<file path="src/rtl/cp0_pkg.sv">
// Shared CP0 constants, register field layout and packing helpers.
package cp0_pkg;

    localparam int unsigned XLEN     = 32;
    localparam int unsigned REG_W    = 5;
    localparam int unsigned HW_INT_W = 6;
    localparam int unsigned SW_INT_W = 2;
    localparam int unsigned IM_W     = HW_INT_W + SW_INT_W;
    localparam int unsigned CODE_W   = 5;

    // CP0 register numbers (rd field of mtc0/mfc0)
    localparam logic [REG_W-1:0] CP0_SR    = 5'd12;
    localparam logic [REG_W-1:0] CP0_CAUSE = 5'd13;
    localparam logic [REG_W-1:0] CP0_EPC   = 5'd14;
    localparam logic [REG_W-1:0] CP0_PRID  = 5'd15;

    // Status register bit positions
    localparam int unsigned SR_IE_BIT  = 0;
    localparam int unsigned SR_EXL_BIT = 1;
    localparam int unsigned SR_IM_LO   = 8;

    // Cause register bit positions
    localparam int unsigned CAUSE_CODE_LO  = 2;
    localparam int unsigned CAUSE_IP_LO    = 8;
    localparam int unsigned CAUSE_IP_HW_LO = 10;

    // Exception vector, also used by pc_module
    localparam logic [XLEN-1:0] EXC_VECTOR   = 32'h0000_0800;
    localparam logic [XLEN-1:0] PRID_DEFAULT = 32'h0001_8000;

    typedef enum logic [CODE_W-1:0] {
        EXC_INT = 5'd0,
        EXC_SYS = 5'd8,
        EXC_RI  = 5'd10,
        EXC_OV  = 5'd12
    } exc_code_e;

    // Writable Status state; all other SR bits read as zero
    typedef struct packed {
        logic [IM_W-1:0] im;
        logic            exl;
        logic            ie;
    } sr_t;

    // Stored Cause state; IP[15:10] comes live from the synchronizer
    typedef struct packed {
        logic [SW_INT_W-1:0] ip_sw;
        exc_code_e           code;
    } cause_t;

    // Expand stored SR fields to the architectural 32-bit view
    function automatic logic [XLEN-1:0] sr_word(input sr_t sr);
        logic [XLEN-1:0] w;
        w                       = '0;
        w[SR_IM_LO +: IM_W]     = sr.im;
        w[SR_EXL_BIT]           = sr.exl;
        w[SR_IE_BIT]            = sr.ie;
        return w;
    endfunction

    // Expand stored Cause fields plus live hardware IP bits to 32 bits
    function automatic logic [XLEN-1:0] cause_word(input cause_t c,
                                                   input logic [HW_INT_W-1:0] ip_hw);
        logic [XLEN-1:0] w;
        w                                = '0;
        w[CAUSE_IP_HW_LO +: HW_INT_W]    = ip_hw;
        w[CAUSE_IP_LO +: SW_INT_W]       = c.ip_sw;
        w[CAUSE_CODE_LO +: CODE_W]       = c.code;
        return w;
    endfunction

endpackage

</file>
<file path="src/rtl/cp0_int_sync.sv">
// Two-flop synchronizer for the asynchronous hardware interrupt lines.
module cp0_int_sync #(
    parameter int unsigned W = 6
) (
    input  logic         clk,
    input  logic         rst_n,
    input  logic [W-1:0] d,
    output logic [W-1:0] q
);

    logic [W-1:0] meta_q;

    // First stage may go metastable; second stage presents a settled value
    always_ff @(posedge clk or negedge rst_n) begin
        if (!rst_n) begin
            meta_q <= '0;
            q      <= '0;
        end else begin
            meta_q <= d;
            q      <= meta_q;
        end
    end

endmodule

</file>
<file path="src/rtl/cp0_exc_unit.sv">
// CP0 exception controller: SR/Cause/EPC/PrID, exception detection,
// interrupt masking, mtc0/mfc0 access and eret handling.
module cp0_exc_unit
    import cp0_pkg::*;
#(
    parameter logic [XLEN-1:0] PRID = PRID_DEFAULT
) (
    input  logic                clk,
    input  logic                rst_n,
    input  logic [XLEN-1:0]     pc,
    input  logic                IsCOP0,
    input  logic                IsEret,
    input  logic                IsMtc0,
    input  logic [REG_W-1:0]    cp0_sel,
    input  logic [XLEN-1:0]     wdata,
    output logic [XLEN-1:0]     rdata,
    input  logic                exc_ri,
    input  logic                exc_ov,
    input  logic                exc_sys,
    input  logic [HW_INT_W-1:0] hw_int,
    output logic                HasExp,
    output logic [XLEN-1:0]     epc
);

    logic [HW_INT_W-1:0] ip_hw;

    sr_t             sr_q,    sr_d;
    cause_t          cause_q, cause_d;
    logic [XLEN-1:0] epc_q,   epc_d;

    logic            exc_sync_c;
    logic            int_req_c;
    logic            take_c;
    exc_code_e       code_c;

    cp0_int_sync #(
        .W (HW_INT_W)
    ) u_int_sync (
        .clk   (clk),
        .rst_n (rst_n),
        .d     (hw_int),
        .q     (ip_hw)
    );

    // Exception detection and ExcCode priority (RI > Ov > Sys > Int)
    always_comb begin
        exc_sync_c = exc_ri | exc_ov | exc_sys;
        int_req_c  = (|({ip_hw, cause_q.ip_sw} & sr_q.im)) & sr_q.ie & ~sr_q.exl;
        take_c     = exc_sync_c | int_req_c;
        code_c     = EXC_INT;
        if (exc_ri) begin
            code_c = EXC_RI;
        end else if (exc_ov) begin
            code_c = EXC_OV;
        end else if (exc_sys) begin
            code_c = EXC_SYS;
        end
    end

    // Redirect request to pc_module; held low throughout reset
    assign HasExp = rst_n & take_c;
    assign epc    = epc_q;

    // Next register state: exception entry beats mtc0 and eret
    always_comb begin
        sr_d    = sr_q;
        cause_d = cause_q;
        epc_d   = epc_q;
        if (take_c) begin
            epc_d        = pc;
            cause_d.code = code_c;
            sr_d.exl     = 1'b1;
        end else begin
            if (IsCOP0 && IsMtc0) begin
                case (cp0_sel)
                    CP0_SR: begin
                        sr_d.im  = wdata[SR_IM_LO +: IM_W];
                        sr_d.exl = wdata[SR_EXL_BIT];
                        sr_d.ie  = wdata[SR_IE_BIT];
                    end
                    CP0_CAUSE: cause_d.ip_sw = wdata[CAUSE_IP_LO +: SW_INT_W];
                    CP0_EPC:   epc_d         = wdata;
                    default:   ;
                endcase
            end
            if (IsCOP0 && IsEret) begin
                sr_d.exl = 1'b0;
            end
        end
    end

    // CP0 state registers
    always_ff @(posedge clk or negedge rst_n) begin
        if (!rst_n) begin
            sr_q    <= '0;
            cause_q <= '0;
            epc_q   <= '0;
        end else begin
            sr_q    <= sr_d;
            cause_q <= cause_d;
            epc_q   <= epc_d;
        end
    end

    // mfc0 read mux; shows pre-edge state with no write bypass
    always_comb begin
        rdata = '0;
        case (cp0_sel)
            CP0_SR:    rdata = sr_word(sr_q);
            CP0_CAUSE: rdata = cause_word(cause_q, ip_hw);
            CP0_EPC:   rdata = epc_q;
            CP0_PRID:  rdata = PRID;
            default:   rdata = '0;
        endcase
    end

endmodule

</file>
<file path="config.mk">
export PLATFORM = sky130hd
export DESIGN_NAME = cp0_exc_unit
export DESIGN_NICKNAME = d
export VERILOG_FILES = /design/src/rtl/cp0_pkg.sv /design/src/rtl/cp0_int_sync.sv /design/src/rtl/cp0_exc_unit.sv
export SDC_FILE = /design/constraint.sdc
export NUM_CORES = 1
export LEC_CHECK = 0
export ABC_AREA = 1
export CORE_UTILIZATION = 30
export CTS_CLUSTER_DIAMETER = 120
export DETAILED_ROUTE_END_ITERATION = 8
export PLACE_DENSITY_LB_ADDON = 0.15
export SKIP_CTS_REPAIR_TIMING = 1
export SLEW_MARGIN = 20
export SYNTH_ARGS = -nofsm -noshare
export SYNTH_HDL_FRONTEND = slang
export SYNTH_SLANG_ARGS = --single-unit
</file>
<file path="constraint.sdc">
create_clock -name clk -period 3.17 [get_ports clk]
set_clock_uncertainty 0.2 [all_clocks]
set_input_delay 0.634 -clock clk [delete_from_list [all_inputs] [get_ports clk]]
set_output_delay 0.634 -clock clk [all_outputs]
set_load 0.03 [all_outputs]
</file>
# [Word level (Yosys, flattened, before mapping)]
# Cells that the tools add are included.
[totals] reg_bits=61 latch_bits=0 ramBits=0 rom_bits=0 inputBits=83 out_inout_bits=65 word_cells=43 n_memories=0
[classes] n_addsub=0 mul=0 div=0 n_lt_le_gt_ge=0 eq_ne=4 shift=0 n_mux=11 bitwise_logic=9 reduce_logical=11
[ops] op="$pmux 32 s4" n=1
[ops] op="$mux 32" n=3
[ops] op="$eq 5x4->1 const B" n=4
[ops] op="$and 8x8->8" n=1
[ops] op="$mux 4" n=2
[ops] op="$reduce_or 8->1" n=1
[ops] op="$reduce_and 3->1" n=2
[ops] op="$reduce_bool 3->1" n=2
[ops] op="$mux 5" n=1
[ops] op="$mux 2" n=2
[ops] op="$reduce_and 2->1" n=2
[ops] op="$reduce_bool 2->1" n=2
[ops] op="$and 1x1->1" n=3
[ops] op="$or 1x1->1" n=3
[ops] op="$logic_and 1x1->1" n=2
[ops] op="$mux 1" n=2
[ops] op="$not 1->1" n=2

# [Longest topological paths before layout]
[depth] word_depth=7 mapped_depth=10 mapped_depth_nobuf=9

# [Modules after synthesis]
# From an unflattened synthesis, not the netlist that was laid out.
[unflattened] hier_cells=480 hier_area_um2=3298.2
[modules_own_cells] mod="cp0_exc_unit" n_inst=1 cells_per_inst=468 area_each_um2=2997.9 seq_area_each_um2=1176.1
[modules_own_cells] mod="cp0_int_sync" n_inst=1 cells_per_inst=12 area_each_um2=300.3 seq_area_each_um2=300.3

# [Least setup slack after synthesis]
# OpenSTA, ideal clock, no wires.
[synth_path] path_kind="input-to-output" startpoint="in cp0_sel[3]" endpoint="out rdata[0]" t_arrival_ns=1.686 required_ns=2.336 setup_slack_ns=0.650 cell_stages=8 path_buffers=2 cell_sequence="nand2_1 > nor2_1 > nand2_1 > buf_2 > inv_2 > buf_2 > nand2_1 > o21ai_1"
[synth_via] elab_chain_len=2 elab_cells_between_ends=5 classes_between="4 x eq/ne; 1 x mux"
[synth_lines] element="start, declared" line="cp0_exc_unit.sv:14" text="input logic [REG_W-1:0] cp0_sel,"
[synth_lines] element="$eq 5x4->1" line="cp0_exc_unit.sv:108" text="case (cp0_sel)"
[synth_lines] element="$pmux 32 s4 (*)" line="cp0_exc_unit.sv:108"
[synth_lines] element="end, declared" line="cp0_exc_unit.sv:16" text="output logic [XLEN-1:0] rdata,"
# Mark *: on every way between the ends. The rest lies on a longest branch, timed or not.

# [Worst setup path in the final report]
[layout_path] startpoint="in cp0_sel[0]" endpoint="out rdata[15]"
# The elaborated chain is that of the path after synthesis.

==> parameters.txt <==
Parameter                              Value

Power and ir drop
  Max rail drop VDD ... roughly 0.00016 V
  Comb power frac ... 0.215
  Pleak ... about 2.5 nW
  Total power divided by cell area ... 386 nW/µm²
  Switching power total ... between 0.5 and 0.6 mW
  Switching share of power ... 0.285
  Flop pwr share ... 0.436
  Clk network pwr share ... 0.349
  Int Pwr ... approximately 1.4 mW

Cells and area
  Area Growth Syn to Fin ... 51.3%
  Final cell area excluding filler cells ... 5000 µm²
  Total Nets Final ... ~700
  Layout cell share with drive strength beyond 1 ... 0.109
  Commonest non-fill, non-tap cell in the layout ... nand2_1
  Filler instances ... between 1000 and 1500
  Highest-count cells in the layout ignoring fill and taps ... 201 x nand2_1, 113 x clkdlybuf4s50_1, 59 x inv_1, 59 x dfrtp_1, 44 x nand4_1
  Antenna Diode Count ... 0

Logic synthesis
  Async set-reset flop share out of synthesis ... 1.00
  Number of unique standard cell types used by synthesis ... 18
  Cell area after synthesis ... roughly 3300 µm²
  Synthesis warning total ... 0
  Number of enable-type register cells in the synthesized netlist ... 0
  Count of mapped cells out of synthesis ... 480
  Flops & latches, synth ... around 60
  Most instantiated flip-flop cell in the synthesis netlist ... dfrtp_1
  Sequential fraction of the synthesis area ... 0.446
  Number of nets produced by synthesis ... roughly 560
  Avg Inst Size Synth ... just under 7 µm²

Critical path
  Cells traversed along the worst timing path ... clkdlybuf4s50_1 > inv_1 > nor2_1 > nand2_1 > inv_1 > nand2_1 > nand4_1 > buf_4
  Crit start category ... input port
  Critical Path Max Stage Delay ... between 0.4 and 0.5 ns
  Slowest stage cell on the critical path ... clkdlybuf4s50_1
  Worst Path Class, Setup ... in2out
  Maximum fanout along the worst path ... 8
  Cell type group with the largest total delay on the critical path ... buffers and inverters
  Critical Path Sink Type ... primary output
  Critical path depth in cells ... 8
  Required time of the critical path ... 2.34 ns
  Worst Reg2Reg Path Length in Cells ... 9
  Sum of buffers and inverters on the critical path ... 4
  Data arrival at the endpoint of the critical path ... between 2 and 2.5 ns

Detailed routing
  Final WL ... approximately 10000 µm
  Final routed wire length divided by cell count ... 13.6 µm
  Number of DRC violations after detailed-routing iteration 0 ... between 150 and 200
  Remaining antenna violation count after routing ... 0
  Routed vias ... approximately 3500
  Number of detailed-routing iterations run before antenna repair ... 4
  Post-route DRC violation count ... 0
  Vias per cell ... approximately 4.6

Floorplanning
  Initial standard-cell utilization of the core ... 0.315
  Core Footprint ... around 11000 µm²
  X dimension of the die ... 107 µm
  Die Footprint ... around 11000 µm²
  Number of placement rows ... 37
  Total I/O pin count ... roughly 150
  Die outline height ... 107 µm

Timing
  Actual transition at the worst max-transition pin ... between 0.7 and 0.8 ns
  RSZ-0062 raised after global routing ... no
  Share of the clock period used by the worst path after layout ... 0.923
  FMAX ... approximately 0.34 GHz
  Count of pins over their slew limit ... 0
  Final-layout worst hold slack ... between 0.15 and 0.2 ns
  Final Hold Vio Count ... 0
  Final critical path time including I/O delays and setup ... slightly below 3 ns
  Normalized max-slew margin ... 0.492
  Setup TNS ... 0 ns
  Number of setup violations in the final report ... 0

Global routing
  Pin count of the biggest net entering global routing ... ~80
  Global Route met3 Usage ... 0.0365
  Global-route wire length before repair ... roughly 17000 µm
  Antenna violations before repair ... 0
  GRT Total Usage ... 0.188
  Met1 Resource Use GR ... 0.245
  GR Util met2 ... 0.314
  Via count of the first global-routing pass ... 3462
  Busiest grt layer ... met2
  Grt ovf ... 0

Place
  Placed cell area ... roughly 4800 µm²
  Buffers on Ports ... 147
  DP Wirelength ... 7210 µm
  Final estimated routing congestion in global placement ... 0.763

Clocking
  Max Root-Sink Buffers ... 2
  Clock latency of the later-clocked register in the worst-skew pair ... around 0.33 ns
  CTS tree ... done
  CTS buffer count ... 9
  Clk Tree Root Cell ... clkbuf_8
  Clock transition at the registers of the reported paths ... about 0.070 ns
  Clock net sink count ... 59
  H-tree depth ... 3

Min path
  Path type of the worst min-delay path ... reg2reg
  Number of cells traversed by the worst hold path ... 0

Run status
  Status ... complete, no violations

Flow run
  Maxcap violations ... 0
layer usage:
| metal | up-vias | wire length [µm] |
|---|---|---|
| met4 | 0 | 69 |
| met1 | 1581 | 4600 |
| met2 | 116 | 4970 |
| li1 | 1780 | - |
| met5 | - | 0 |
| met3 | 6 | 654 |
power groups by stage:
stage          Sequential, mW  Combinational [mW]  Clock (mW)
6_report                0.844               0.416       0.675
4_1_cts                 0.844               0.421       0.693
5_1_grt                 0.851               0.453       0.730
3_3_place_gp            0.857               0.417           0
3_5_place_dp            0.857               0.419           0
2_1_floorplan           0.919               0.117           0
Yosys cell counts, types with 2 or more instances:
library cell | n | area share
o21ai_1 | 7 | 0.011
buf_4 | 6 | 0.014
nand2_2 | 2 | 0.0038
nand3_1 | 40 | 0.061
nand4_1 | 44 | 0.083
inv_2 | 4 | 0.0045
nand2_1 | 201 | 0.23
nor2_1 | 28 | 0.032
dfrtp_1 | 59 | 0.45
clkbuf_1 | 8 | 0.0091
o21ai_0 | 2 | 0.0030
inv_1 | 59 | 0.067
buf_2 | 15 | 0.023
sequential cells by signal (all words and copies together), names as in the netlist:
register	cells
epc	32
u_int_sync.q	6
sr_q	10
cause_q	5
u_int_sync.meta_q	6
cell families after synthesis:
logic type / share of synthesized area
flip-flops: 0.446
AO/OA/AOI/OAI: 0.0163
AND/OR/NAND/NOR: 0.420
buffers and inverters: 0.117
layout make-up:
type | instances | area (µm²) | share of cell area
sequential | 59 | 1480 | 0.295
clock inverter | 5 | 52.6 | 0.0105
inverter | 63 | 236 | 0.0473
timing repair buffer | 157 | 1480 | 0.296
tap | 136 | 170 | 0.0340
multi-input combinational | 329 | 1440 | 0.288
clock buffer | 11 | 141 | 0.0283
final timing paths:
path                                 startpoint               to  slack (ns)
max                                  cp0_sel[0]        rdata[15]        0.25
min                        u_int_sync.meta_q[0]  u_int_sync.q[0]        0.16
max reg2reg                             sr_q[8]       cause_q[5]        1.04
min reg2reg                u_int_sync.meta_q[0]  u_int_sync.q[0]        0.16
max in group asynchronous                 rst_n          epc[28]        1.98
min in group asynchronous                 rst_n       cause_q[2]        0.27
metrics by stage:
stage | std cells | worst slack, ns | util | power (mW)
2_1_floorplan | 480 | 0.650 | - | 1.04
3_3_place_gp | 744 | 0.325 | 0.458 | 1.27
3_5_place_dp | 744 | 0.248 | 0.458 | 1.28
4_1_cts | 760 | 0.246 | 0.476 | 1.96
5_1_grt | 760 | 0.0774 | 0.476 | 2.03
6_report | 760 | 0.245 | 0.476 | 1.93
(Power assumes the default switching activity.)
==> edit 1, RTL diff (config.mk and constraints unchanged) <==
Register the output `rdata`, cleared by the reset; this adds one clock of latency there. The other outputs are not delayed to match.
--- a/src/rtl/cp0_exc_unit.sv
+++ b/src/rtl/cp0_exc_unit.sv
@@ -21,6 +21,8 @@
     output logic                HasExp,
     output logic [XLEN-1:0]     epc
 );
+
+    logic [XLEN-1:0] rdata_d;
 
     logic [HW_INT_W-1:0] ip_hw;
 
@@ -104,14 +106,22 @@
 
     // mfc0 read mux; shows pre-edge state with no write bypass
     always_comb begin
-        rdata = '0;
+        rdata_d = '0;
         case (cp0_sel)
-            CP0_SR:    rdata = sr_word(sr_q);
-            CP0_CAUSE: rdata = cause_word(cause_q, ip_hw);
-            CP0_EPC:   rdata = epc_q;
-            CP0_PRID:  rdata = PRID;
-            default:   rdata = '0;
+            CP0_SR:    rdata_d = sr_word(sr_q);
+            CP0_CAUSE: rdata_d = cause_word(cause_q, ip_hw);
+            CP0_EPC:   rdata_d = epc_q;
+            CP0_PRID:  rdata_d = PRID;
+            default:   rdata_d = '0;
         endcase
+    end
+
+    always_ff @(posedge clk or negedge rst_n) begin
+        if (!rst_n) begin
+            rdata <= '0;
+        end else begin
+            rdata <= rdata_d;
+        end
     end
 
 endmodule
Behaviour: not the same (Yosys sat finds a counterexample within 4 cycles, from zero or initial values and one cycle with rst_n low).
==> edit 1 against the unedited design <==
- wire length grew 14%
- global-route usage shrank 1.6 points
- count of clock-buffer cells in the layout is 2 lower
- sequential power increased by 49%
- total power increased by 39%
- synthesized area up 24%
- final area rose by 20%
- combinational power rose by 4%
- setup slack gained 0.30 ns
- sequential cell count grew 32
- largest power group unchanged
==> edit 1: results (changes against the unedited design) <==
#FFs+latches synth - 91 (+54%)
Iteration-0 DRC Markers - 190 (+5.0%)
Non-Filler Instances - 829 (+9.1%)
Fraction of area in registers - 0.380 (+0.0850)
RR Endpoint - sr_q[6]$_DFFE_PN0P_
R2r setup slk - 0.81 ns (-0.23 ns)
LEAKAGE - 2.94 nW (+16%)
Distinct cells, synth - 19 (+1)
HP Class - in -> async
First-pass GRT wire length - 19200 um (+14%)
Synth Area in Compound Gates - 0.0131 (-0.00313)
Worst ir drop on vdd - 0.278 mV (+77%)
Sequential power - 0.00126 W (+49%)
Status - finished, final reports clean
Sequential area share after synthesis - 0.556 (+0.110)
Syn Nets - 595 (+5.7%)
Synth top area share - 0.556 (+0.110)
Clock-cell share of area - 0.0474 (+0.00864)
Smallest hold slack - 0.0202 ns (-0.135 ns)
Detail Route met2 WL - 5500 um (+11%)
FILL cells - 1357 (+31%)
CP arrival - 1.79 ns (-0.30 ns)
Cell count after synthesis - 512 (+6.7%)
Top cells by area, synth - dfrtp_1, nand2_1, nand4_1
Placed insts - 813 (+9.3%)
Power Clock - 0.00101 W (+50%)
edit 1: changes by cell type after synthesis, moves of 2 or more:
cell	before	now
dfrtp_1	59	91
buf_2	15	21
buf_4	6	2
inv_2	4	0
clkbuf_1	8	5
inv_1	59	62
o21ai_0	2	4
o21ai_1	7	5
edit 1: how the worst max path moves through the flow:
stage,to,start,depth (start not counted)
2_1_floorplan,HasExp,exc_ov,5
3_5_place_dp,epc[4]$_DFFE_PN0P_,IsCOP0,6
5_1_grt,HasExp,exc_ov,6
4_1_cts,HasExp,exc_ri,6
3_3_place_gp,epc[21]$_DFFE_PN0P_,IsCOP0,6
6_report,HasExp,exc_ri,6
edit 1: per-stage QoR:
stage | worst slack [ns] | power [W]
detailed placement | 0.306 | 0.00171
finish | 0.544 | 0.00270
global route | 0.477 | 0.00282
floorplan | 0.888 | 0.00146
global placement | 0.378 | 0.00171
CTS | 0.511 | 0.00274
==> edit 2, RTL diff (same flow settings) <==
Without the edit above. The package constant `XLEN` goes from 32 to 64.
--- a/src/rtl/cp0_pkg.sv
+++ b/src/rtl/cp0_pkg.sv
@@ -1,7 +1,7 @@
 // Shared CP0 constants, register field layout and packing helpers.
 package cp0_pkg;
 
-    localparam int unsigned XLEN     = 32;
+    localparam int unsigned XLEN     = 64;
     localparam int unsigned REG_W    = 5;
     localparam int unsigned HW_INT_W = 6;
     localparam int unsigned SW_INT_W = 2;
Ports: changed (resized epc, pc, rdata and wdata); port bits go from 148 to 276. No check against the original RTL was run, so the function may have changed too.
==> edit 2 against the unedited design <==
- sequential cell count up 32
- register-to-register slack worse by 0.04 ns
- synthesized area up 65%
- clock power up 50%
- worst hold slack worse by 0.0017 ns
- wire length up 86%
- setup slack worse by 0.092 ns
- non-clock buffer count up 134
- die area up 63%
- total power up 61%
- final area up 70%
- critical path depth down 2
==> edit 2: results (changes against the unedited design) <==
Status - finished, final reports clean
WHS Endpoint - u_int_sync.q[2]$_DFF_PN0_
Met2 usage - 0.347 (+0.0333)
Root Buffer - clkbuf_16
DRT met1 WL - 8210 um (+79%)
Detailed Routing Iterations Pass 1 - 5 (+1)
Met3 Use GR - 0.0489 (+0.0124)
Total number of vias - 6022 (+73%)
Wire length on met3 - 1440 um (+120%)
First-pass GRT wire length - 30100 um (+78%)
Total track usage - 0.210 (+0.0221)
EDFF count, synth - 0 (unchanged)
Top cells by area, synth - dfrtp_1, nand2_1, nand4_1
Iteration-0 DRC Markers - 275 (+52%)
Syn Area/Cell - 6.57 um2 (-4.6%)
Distinct cells, synth - 20 (+2)
Smallest hold slack - 0.153 ns (-0.00168 ns)
Worst ir drop on vdd - 0.299 mV (+90%)
Routed WL per cell - 14.7 um (+8.6%)
Share of cells above drive strength 1 - 0.0946 (-0.0144)
Synth top cells by count - nand2_1, inv_1, dfrtp_1
Port Buf Inserts - 275 (+87%)
Worst slew pin tran - 0.809 ns (+0.0464 ns)
Critical path capture point - HasExp
Placer Congestion - 0.793 (+3.8%)
Switch Pwr - 0.000958 W (+74%)
Worst Min Path Start - u_int_sync.meta_q[2]$_DFF_PN0_
Wirelength, routed - 19200 um (+86%)
DP Area - 8220 um2 (+71%)
Total combinational power - 0.000772 W (+86%)
Detail Route met2 WL - 9130 um (+84%)
Nets@finish - 1220 (+74%)
GRT met1 Usage - 0.267 (+0.0214)
Reg2Reg Depth - 10 (+1)
Vias in the first global route - 5821 (+68%)
Warning count from the yosys run - 0 (unchanged)
Reg2Reg Launch Point - sr_q[8]$_DFFE_PN0P_
Placed insts - 1287 (+73%)
Worst-path maximum fanout - 2 (-6)
Largest stage delay, worst path - 0.58 ns (+0.10 ns)
Largest register FFs - 64 (+100%)
Sequential power - 0.00132 W (+56%)
FILL cells - 1815 (+75%)
RR Endpoint - sr_q[9]$_DFFE_PN0P_
Hpwl dp - 12900 um (+79%)
Syn Nets - 975 (+73%)
CP arrival - 2.18 ns (+0.09 ns)
Main synth FF type - dfrtp_1
Clock Tree Buf Depth - 2 (unchanged)
R2r setup slk - 1.00 ns (-0.04 ns)
Initial antenna violation count - 1 (+1)
Crit. Startpoint - exc_ri
LEAKAGE - 4.40 nW (+73%)
Pin count of the biggest net entering global routing - 142 (+80%)
Clock transition at path regs - 0.07 ns (about the same)
Sequential area share after synthesis - 0.418 (-0.0282)
==> edit 2: cells by family after synthesis <==
logic type,synth area share
AND/OR/NAND/NOR,0.430
buffers and inverters,0.142
flip-flops,0.418
AO/OA/AOI/OAI,0.00988
==> edit 2: area by class of cell <==
class	instances	area (um2)	area share
clock buffers	10	229	0.0270
flip-flops and latches	91	2280	0.268
multi-input cells	553	2410	0.284
inverters	127	477	0.0562
repair buffers	291	2770	0.327
diodes	1	2.50	0.000295
clock inverters	6	41.3	0.00486
well taps	225	282	0.0332
==> edit 2: per-stage QoR <==
stage	total power [W]	setup WS, ns
detailed placement	0.00212	0.118
CTS	0.00315	0.115
global placement	0.00212	0.180
global route	0.00327	0.0602
finish	0.00311	0.153
floorplan	0.00168	0.704
==> edit 2: worst max-delay path: cells and delay by family <==
| family | cells | cell delay [ns] |
|---|---|---|
| buffers and inverters | 3 | 1.15 |
| and+or+nand+nor | 3 | 0.39 |
